===== config.mk =====
export PLATFORM = sky130hd
export DESIGN_NAME = user_demux
export DESIGN_NICKNAME = d
export VERILOG_FILES = /design/src/rtl/user_demux_pkg.sv /design/src/rtl/user_demux.sv
export SDC_FILE = /design/constraint.sdc
export NUM_CORES = 1
export LEC_CHECK = 0
export ABC_AREA = 1
export BUFFER_PORTS_ARGS = -buffer_cell sky130_fd_sc_hd__buf_2
export CAP_MARGIN = 20
export CORE_AREA = 2 2 99 101
export CTS_BUF_LIST = sky130_fd_sc_hd__clkbuf_4
export DETAILED_ROUTE_END_ITERATION = 8
export DIE_AREA = 0 0 101 103
export PLACE_DENSITY = 0.76
export SYNTH_ARGS = -nofsm -noshare
export SYNTH_HDL_FRONTEND = slang
export SYNTH_SLANG_ARGS = --single-unit

===== constraint.sdc =====
create_clock -name aclk -period 3.6 [get_ports aclk]
set_clock_uncertainty 0.2 [all_clocks]
set_input_delay 0.18 -clock aclk [delete_from_list [all_inputs] [get_ports aclk]]
set_output_delay 0.18 -clock aclk [all_outputs]
set_load 0.005 [all_outputs]

===== src/rtl/user_demux_pkg.sv =====
// Shared types and constants for the user return-path demultiplexer.
// Holds the lynx-side data and length widths, the FSM state encoding and
// the {id, n_tr} sequence entry that the arbiter and the demux both use.
package user_demux_pkg;

    // Local copy of the lynxTypes widths this block depends on
    localparam int AXI_DATA_BITS = 64;
    localparam int LEN_BITS      = 28;
    localparam int N_OUTSTANDING = 8;

    // Field widths of a sequence entry in the default two-cpid build
    localparam int DEF_N_CPID    = 2;
    localparam int DEF_ID_BITS   = $clog2(DEF_N_CPID);
    localparam int DEF_BLEN_BITS = LEN_BITS - $clog2(AXI_DATA_BITS / 8);

    // Sequence entry: id in the upper bits, beats-minus-one below it.
    // Field order is shared with the arbiter; the demux slices its mux
    // input in exactly this order.
    typedef struct packed {
        logic [DEF_ID_BITS-1:0]   id;
        logic [DEF_BLEN_BITS-1:0] n_tr;
    } user_seq_t;

    typedef enum logic {
        ST_IDLE   = 1'b0,
        ST_ACTIVE = 1'b1
    } demux_state_t;

endpackage


===== src/rtl/user_demux.sv =====
// user_demux: steers the shared return data stream to per-cpid AXI4-Stream
// outputs. Each {id, n_tr} entry taken from the arbiter sequence stream
// routes exactly n_tr+1 beats to cpid id; output tlast comes from the beat
// counter. The data path is purely combinational, so backpressure is
// passed straight through beat for beat.
// Optional build macro: USER_DEMUX_LAST_CHECK_EN adds a sticky err_last
// flag that records any disagreement between input tlast and the counter.
module user_demux
    import user_demux_pkg::*;
#(
    parameter  int N_CPID      = 2,
    parameter  int BLEN_BITS   = LEN_BITS - $clog2(AXI_DATA_BITS / 8),
    localparam int N_CPID_BITS = $clog2(N_CPID),
    localparam int SEQ_BITS    = N_CPID_BITS + BLEN_BITS,
    localparam int KEEP_BITS   = AXI_DATA_BITS / 8
) (
    input  logic                                    aclk,
    input  logic                                    areset,

    // Sequence entries {id, n_tr} from the arbiter
    input  logic                                    mux_valid,
    output logic                                    mux_ready,
    input  logic [SEQ_BITS-1:0]                     mux_data,

    // Shared incoming data stream
    input  logic                                    s_axis_tvalid,
    output logic                                    s_axis_tready,
    input  logic [AXI_DATA_BITS-1:0]                s_axis_tdata,
    input  logic [KEEP_BITS-1:0]                    s_axis_tkeep,
    input  logic                                    s_axis_tlast,

    // Per-cpid output streams
    output logic [N_CPID-1:0]                       m_axis_tvalid,
    input  logic [N_CPID-1:0]                       m_axis_tready,
    output logic [N_CPID-1:0][AXI_DATA_BITS-1:0]    m_axis_tdata,
    output logic [N_CPID-1:0][KEEP_BITS-1:0]        m_axis_tkeep,
    output logic [N_CPID-1:0]                       m_axis_tlast,

    output logic                                    err_last
);

    localparam logic [N_CPID_BITS:0] N_CPID_L = (N_CPID_BITS + 1)'(N_CPID);

    demux_state_t             r_state;
    logic [N_CPID_BITS-1:0]   r_id;
    logic [BLEN_BITS-1:0]     r_cnt;

    logic                     w_active;
    logic                     w_in_range;
    logic                     w_sink_rdy;
    logic                     w_last;
    logic                     w_beat;
    logic [N_CPID_BITS-1:0]   w_mux_id;
    logic [BLEN_BITS-1:0]     w_mux_ntr;

    // Entry fields, upper bits id and lower bits beats-minus-one
    assign w_mux_id  = mux_data[SEQ_BITS-1:BLEN_BITS];
    assign w_mux_ntr = mux_data[BLEN_BITS-1:0];

    // Beat qualification: an out-of-range id behaves as an always-ready sink
    // so its beats drain without reaching any output
    always_comb begin
        w_active   = (r_state == ST_ACTIVE) && !areset;
        w_in_range = ({1'b0, r_id} < N_CPID_L);
        w_sink_rdy = w_in_range ? m_axis_tready[r_id] : 1'b1;
        w_last     = (r_cnt == '0);
        w_beat     = w_active && s_axis_tvalid && w_sink_rdy;
    end

    assign s_axis_tready = w_active && w_sink_rdy;

    // A new entry is taken when idle, or together with the last beat of the
    // current transfer so consecutive transfers run without a bubble
    assign mux_ready = !areset && ((r_state == ST_IDLE) || (w_beat && w_last));

    // Output routing: only the selected in-range lane raises tvalid
    always_comb begin
        for (int i = 0; i < N_CPID; i++) begin
            m_axis_tvalid[i] = w_active && w_in_range && s_axis_tvalid &&
                               (r_id == N_CPID_BITS'(i));
            m_axis_tdata[i]  = s_axis_tdata;
            m_axis_tkeep[i]  = s_axis_tkeep;
            m_axis_tlast[i]  = w_last;
        end
    end

    // Sequencing FSM with the selected id and remaining-beat counter
    always_ff @(posedge aclk) begin
        if (areset) begin
            r_state <= ST_IDLE;
            r_id    <= '0;
            r_cnt   <= '0;
        end else begin
            case (r_state)
                ST_IDLE: begin
                    if (mux_valid) begin
                        r_id    <= w_mux_id;
                        r_cnt   <= w_mux_ntr;
                        r_state <= ST_ACTIVE;
                    end
                end
                ST_ACTIVE: begin
                    if (w_beat) begin
                        if (!w_last) begin
                            r_cnt <= r_cnt - 1'b1;
                        end else if (mux_valid) begin
                            r_id  <= w_mux_id;
                            r_cnt <= w_mux_ntr;
                        end else begin
                            r_state <= ST_IDLE;
                        end
                    end
                end
                default: r_state <= ST_IDLE;
            endcase
        end
    end

`ifdef USER_DEMUX_LAST_CHECK_EN
    logic r_err_last;

    // Sticky flag: input tlast disagreed with the counter on an accepted beat
    always_ff @(posedge aclk) begin
        if (areset) begin
            r_err_last <= 1'b0;
        end else if (w_beat && (s_axis_tlast != w_last)) begin
            r_err_last <= 1'b1;
        end
    end

    assign err_last = r_err_last;
`else
    logic w_unused_tlast;

    assign w_unused_tlast = s_axis_tlast;
    assign err_last       = 1'b0;
`endif

endmodule


# After elaboration in Yosys (flattened, before gate mapping)
# Index checks and enable logic that the tools add are counted.
[word_totals] output_inout_bits=151 input_bits=105 regBits=27
[op_classes] order_cmp=1 mux=14 eq_ne=2 bitwise=2 n_addsub=1 reduce_logical=12
[ops] cell="2-to-1 mux 25 bit" count=3
[ops] cell="case mux 25 bit (2 select lines)" count=1
[ops] cell="zero test 25 bit" count=1
[ops] cell="subtractor 25 x 1 -> 25 bit, second input constant" count=1
[ops] cell="logical AND 1 bit" count=8
[ops] cell="2-to-1 mux 1 bit" count=8
[ops] cell="!= test 2 x 1 -> 1 bit, second input constant" count=2
[ops] cell="case mux 1 bit (2 select lines)" count=2
[ops] cell="< comparator 1 x 2 -> 1 bit, second input constant" count=1
[ops] cell="inverter 1 bit" count=2
[ops] cell="AND reduction 2 bit" count=1
[ops] cell="zero test 1 bit" count=1
[ops] cell="logical OR 1 bit" count=1

# Logic depth before layout (Yosys ltp)
# Gate-level depths: netlist of run 1.
[logic_depth] ltp_word=7 ltp_mapped=13 mapped_depth_nobuf=12

# Least setup slack after synthesis of run 1
# OpenSTA, ideal clock, no wires.
[synth_path] kind="reg-to-reg" startpoint="register r_cnt[0]" endpoint="register r_cnt[0]" required_time_ns=3.286 setup_ns=0.114 synth_period_minus_slack_ns=1.740 arrival_time_ns=1.426 path_slack_ns=1.860 path_stages_with_launch=13 cell_sequence="dfxtp_1 > inv_1 > ha_1 > nand2_2 > nor2_4 > nand2_4 > inv_2 > nand2_2 > nand2_4 > buf_8 > nor2_1 > o21bai_1 > inv_1"
[synth_between] elab_chain_len=4 elab_cells_between_ends=6 classes_between="add/sub (1); mux (4); reduce/logical (1)"
[synth_lines] item="from (decl)" line_no="user_demux.sv:46" text="logic [BLEN_BITS-1:0] r_cnt;"
[synth_lines] item="from (signal assigned)" line_no="user_demux.sv:98" text="r_cnt <= w_mux_ntr;"
[synth_lines] item="from (signal assigned)" line_no="user_demux.sv:105" text="r_cnt <= r_cnt - 1'b1;"
[synth_lines] item="from (signal assigned)" line_no="user_demux.sv:108" text="r_cnt <= w_mux_ntr;"
[synth_lines] item="subtractor 25 x 1 -> 25 bit (tied with other cells)" line_no="user_demux.sv:105"
[synth_lines] item="2-to-1 mux 25 bit" line_no="user_demux.sv:104" text="if (!w_last) begin"
[synth_lines] item="2-to-1 mux 25 bit" line_no="user_demux.sv:103" text="if (w_beat) begin"
[synth_lines] item="case mux 25 bit (2 select lines) *" line_no="user_demux.sv:94" text="case (r_state)"
# Mark *: on every way between the ends. The rest lies on a longest branch, timed or not. The select of a mux whose other input is x is not followed.
# A chain may end at the register's enable or synchronous reset.

# Worst setup path in the final report of run 1
[layout_path] startpoint="input areset" endpoint="register r_cnt[19]"
[layout_between] elab_chain_len=5
[layout_lines] item="from (decl)" line_no="user_demux.sv:18" text="input logic areset,"
[layout_lines] item="zero test 1 bit" line_no="user_demux.sv:63" text="w_active = (r_state == ST_ACTIVE) && !areset;"
[layout_lines] item="logical AND 1 bit" line_no="user_demux.sv:63"
[layout_lines] item="logical AND 1 bit (2 in a row)" line_no="user_demux.sv:67" text="w_beat = w_active && s_axis_tvalid && w_sink_rdy;"
[layout_lines] item="!= test 2 x 1 -> 1 bit (no source line)"
# Parallel ways exist; a longest one is shown, timed or not.

==> run metrics, run 1 <==
final wirelength 7.26 mm; GRT overflow 0; latest clock arrival within the worst-skew pair 0.34 ns; synthesized area per cell 6.12 um^2; PnR Total Power 0.874 mW; Final Max Tran Viols 0; Core Rows 36; top post-synthesis cells by area buf_4 32%, dfxtp_1 16%, nand2_1 14%; Antenna Nets Post-Route 0; endpoint class of the critical path register; HPWL after DPL 5.29 mm; Startpoint Class input pin; max-cap violation count 0; Syn Nets 675; post-DR vias/cell 4.63; CTS tree yes; final setup TNS 0 ns; Lkg Pwr roughly 1.5 nW; top cells by count, synth 148 x buf_4, 128 x nand2_1, 67 x inv_1, 48 x o21ai_0, 41 x nor2_1; cts bufs inserted 3; WP data required between 3 and 4 ns; CP peak stage delay around 0.66 ns; wire per inst 12.8 um; placer congestion estimate around 0.85; share of cells above drive strength 1 14.4%; synthesized instance count 569; ant diodes 0; Final Core Density 28.3%; DRC errors left 0; largest net degree at the start of global routing 48; fmax about 360 MHz; Finished Layout Cells 566; Mapped Area 0.00348 mm^2; final worst slack around 0.85 ns; Seq cells post-synth 27; Max H-tree Level 1; 1st-pass router iterations 4; Final Hold Fails 0; kind of cell adding the most delay to the critical path buffers and inverters; Tmin final ~2.7 ns; pre-CTS worst setup slack just over 1 ns; Power Dens Cells 327 mW/mm^2; Synth cell types 32; WP buf/inv 5; Worst slew margin between 40 and 50%; Die Ht 103 um; first-pass GRT wire length 11.5 mm; post-synth top area share 31.9%; antenna violations before repair 0; placed cell count 559; Peak VDD IR 0.128 mV; nets 559; critical path type input pin to register; vias in the first global route between 2000 and 2500; # IOs 256; die area roughly 0.010 mm^2; I/O Buffers 37; CTS Buffer Depth 2; DR iter-0 viols 189; slowest stage cell, crit path o21ai_2; worst slew pin tran 0.787 ns; total clock sinks 27; CP max FO 27; share of synthesized flip-flops with an asynchronous set or reset 0%; Yosys top cell by area buf_4; Post-CTS Setup Inserts 0; Hold WC Path Type input pin to register; CP cell instances dlygate4sd3_1, buf_2, inv_2, nand3_1, o21ai_2, inv_1, a21oi_1, nand2_1, nand2_1, inv_1; Post-synth top flop dfxtp_1; Clock transition at path regs 0.16 ns; core area around 0.0095 mm^2; number of enable flip-flop cells after synthesis 0; Tcrit/Tclk final 76.4%; Via Count 2618; sequential area share after synthesis 15.5%; Die Wd just over 100 um; Worst EP arrival 2.81 ns; RSZ-0062 raised after global routing false; Final setup viols 0; most numerous cell in the Yosys netlist buf_4; GRT Resource Usage Total around 14%; Synth warnings 0; Starting Density 36.8%; Root Buffer clkbuf_4; run status completed; Syn-to-layout area delta -23.2%
[worst min-delay path, stage by stage]
cell and delay, ns:
buf_2 0.08, a21oi_1 0.05, nand2_1 0.05, o21ai_1 0.05, a21oi_1 0.11
[final cells by class]
| class | instances | area (um^2) |
|---|---|---|
| fill | 1104 | 6790 |
| inverter | 69 | 259 |
| clock buffer | 4 | 30.0 |
| tap | 114 | 143 |
| sequential | 27 | 541 |
| multi-input combinational | 310 | 1470 |
| timing repair buffer | 42 | 230 |
[path summary, 6_finish.rpt]
kind	from	endpoint	slack, ns	cells after the start
worst max-delay path	areset	r_cnt[19]$_SDFFE_PP0N_	0.85	10
worst min-delay path	mux_data[2]	r_cnt[2]$_SDFFE_PP0N_	0.01	5
worst max register to register	r_state$_SDFF_PP0_	r_cnt[19]$_SDFFE_PP0N_	1.19	7
worst min register to register	r_cnt[24]$_SDFFE_PP0N_	r_cnt[24]$_SDFFE_PP0N_	0.34	2
[through the flow]
step                hold slack (ns)  instance area, um^2
floorplan                    0.0491                 3480
global placement              0.160                 2610
detailed placement            0.160                 2610
CTS                          0.0169                 2670
global route                 0.0579                 2670
finish                       0.0119                 2670
[layer usage]
layer | vias up | GRT usage, % | routed length, um
met5 | - | 0 | 0
met4 | 0 | 9.56 | 433
met3 | 47 | 3.05 | 722
met2 | 103 | 21.1 | 3010
met1 | 1099 | 17.0 | 3090
li1 | 1369 | - | -
[state kept, by name, indices dropped and copies added (netlist names)]
| name | cells |
|---|---|
| r_cnt | 25 |
| r_id | 1 |
| r_state | 1 |
[layout by cell type, fill, tap and decap left out, drive strengths merged, types with 3 or more instances in the layout]
cell	instances
nor3	4
dfxtp	27
nand3	27
o21ai	53
nand2	135
o21bai	6
a21oi	12
clkbuf	4
nand4	7
buf	39
xor2	10
nor2	50
inv	69
dlygate4sd3	3
[kinds of logic (layout without fill, tap and decap cells)]
| kind of cell | after synthesis | after routing | synth area share (%) |
|---|---|---|---|
| mux | 1 | 1 | 0.287 |
| flops | 27 | 27 | 15.5 |
| simple gates | 225 | 225 | 27.8 |
| compound gates | 72 | 72 | 11.2 |
| fa+ha+maj | 1 | 1 | 0.359 |
| buf+inv | 232 | 115 | 42.2 |
| other cells | 1 | 1 | 0.108 |
| xor+xnor | 10 | 10 | 2.52 |
[repair_timing]
item / 4_1_cts / 5_1_grt
hold endpoints to repair: 3 / 0
gates resized for setup: 0 / 0
hold buffers: 3 / 0
[power breakdown]
part	internal (mW)	total, mW	switching, mW
clock	0.0511	0.150	0.0984
sequential	0.329	0.369	0.0396
combinational	0.125	0.356	0.230
(Power assumes the default switching activity.)
==> run 2: changes to the inputs <==
- CORE_AREA: 2 2 99 101 -> not set
- CORE_ASPECT_RATIO: not set -> 0.7
- CORE_UTILIZATION: not set -> 38
- DIE_AREA: 0 0 101 103 -> not set
- PLACE_DENSITY: 0.76 -> 0.8
- clock period: 3.6 -> 2.25 ns (I/O delays scaled with it)
==> run 2 against run 1 <==
Clock power increased by 65%. Largest power group is now combinational cells. Die area is 8.1% lower. Sequential cell count did not move. First-iteration DRC count grew 49%. Critical path depth fell by 2. Sequential power grew 60%. Non-clock buffer count increased by 29. Via count grew 7.4%. Routed wire length is 6.4% higher. Critical path type is now register to primary output.
==> run metrics, run 2 (same netlist as run 1, synthesis figures left out) <==
Syn-to-layout area delta -14.7%; Via Count approximately 2800; placer congestion estimate 0.894; DRC errors left 0; Max H-tree Level 1; Hold WS between 0.01 and 0.015 ns; Hold WC Path Type input pin to register; Final Max Tran Viols 0; max-cap violation count 0; Die Ht 82.1 um; share of cells above drive strength 1 15.6%; GRT overflow 0; critical path type register to primary output; Top reg by flops r_cnt; first-pass GRT wire length 12.1 mm; post-DR vias/cell 4.68; cell mode on critical path nand2_1; Gate power share between 40% and 50%; Internal Power ~0.85 mW; Tmin final 2.14 ns; core area around 0.0087 mm^2; commonest non-fill, non-tap cell in the layout nand2_1; sw frac ~42%; antenna violations before repair 0; die area 0.00956 mm^2; Starting Density 40.2%; Final setup viols 0; Die Wd 116 um; Core Rows 28; endpoint class of the critical path primary output; Root Buffer clkbuf_4; total clock sinks 27; Peak VDD IR 0.246 mV; Lkg Pwr 1.59 nW; commonest non-fill, non-tap cells in the layout 128 x nand2_1, 66 x inv_1, 48 x o21ai_0; ant diodes 0; largest net degree at the start of global routing 27; # IOs 256; Antenna Nets Post-Route 0; I/O Buffers 37; pre-CTS worst setup slack 0.294 ns; Final Hold Fails 0; Largest register FFs 25; Worst EP arrival 1.83 ns; placed cell area 0.00267 mm^2; cts bufs inserted 3; slowest stage cell, crit path dfxtp_1; CP max FO 5; Tcrit/Tclk final 95.0%; HPWL after DPL between 5 and 6 mm; Power Dens Cells approximately 500 mW/mm^2; nets ~600; CP peak stage delay 0.39 ns; final wirelength 7.73 mm; Clock Power Share 16.7%; wire per inst 12.9 um; Flop pwr share 39.8%; Startpoint Class register; GRT Resource Usage Total between 10% and 20%; final worst slack between 0.1 and 0.15 ns; 1st-pass router iterations 4; fmax ~470 MHz; final instance area ~0.0030 mm^2; latest clock arrival within the worst-skew pair between 0.3 and 0.4 ns; DR iter-0 viols approximately 280; Clock transition at path regs 0.17 ns; run status completed; vias in the first global route 2495; PnR Total Power ~1.5 mW; CTS Buffer Depth 2; final setup TNS 0 ns; largest registers r_cnt: 25 flops, r_id: 1 flops, r_state: 1 flops; Psw 0.629 mW; WP data required between 1.5 and 2 ns; CP cell instances nor2_1, nand2_1, nor2_2, nand2_2, nor2_4, nand2_1, a21oi_2, buf_2; CTS tree yes
-- run 2: cell type report --
type | count | area [um^2]
fillers | 998 | 5680
multi-input cells | 310 | 1490
repair buffers | 71 | 503
well taps | 120 | 150
inverters | 69 | 259
flip-flops and latches | 27 | 541
clock buffers | 4 | 30.0
-- run 2: worst max-delay path: cells and delay by family (launching register included) --
kind	cells	cell delay, ns
simple gates	6	0.77
buf+inv	1	0.14
compound gates	1	0.17
flops	1	0.39
-- run 2: through the flow --
stage               util (%)  instances
global placement        30.8        571
floorplan                  -        569
finish                  34.3        601
detailed placement      30.8        571
global route            34.3        601
CTS                     34.1        600
-- run 2: power by group through the flow --
stage | Clock (mW) | Sequential (mW) | Combinational [mW]
final | 0.247 | 0.590 | 0.646
after global routing | 0.277 | 0.596 | 0.733
after detailed placement | 0 | 0.597 | 0.589
after CTS | 0.254 | 0.587 | 0.626
after floorplan | 0 | 0.578 | 0.667
after global placement | 0 | 0.597 | 0.579
-- run 2: routing by layer --
| layer | global-route usage (%) | share of wire (%) | wire length (um) | vias up |
|---|---|---|---|---|
| met1 | 22.8 | 47 | 3640 | 1221 |
| met4 | 1.67 | 0.19 | 15 | 0 |
| met5 | 2.78 | 0 | 0 | - |
| li1 | - | - | - | 1426 |
| met3 | 7.59 | 14 | 1110 | 4 |
| met2 | 22.7 | 38 | 2960 | 162 |
-- run 2: final timing paths --
| path | endpoint | from | depth (start not counted) | slack (ns) |
|---|---|---|---|---|
| max | mux_ready | r_cnt[18]$_SDFFE_PP0N_ | 8 | 0.11 |
| min | r_cnt[5]$_SDFFE_PP0N_ | mux_data[5] | 7 | 0.01 |
| max reg2reg | r_cnt[4]$_SDFFE_PP0N_ | r_cnt[18]$_SDFFE_PP0N_ | 11 | 0.32 |
| min reg2reg | r_cnt[24]$_SDFFE_PP0N_ | r_cnt[24]$_SDFFE_PP0N_ | 2 | 0.34 |
-- run 2: repair_timing --
action | CTS | global route
hold buffers | 25 | 0
endpoints found under the hold margin | 25 | 0
buffers inserted | 0 | 1
resized for setup | 0 | 4
setup endpoints to repair | 0 | 3
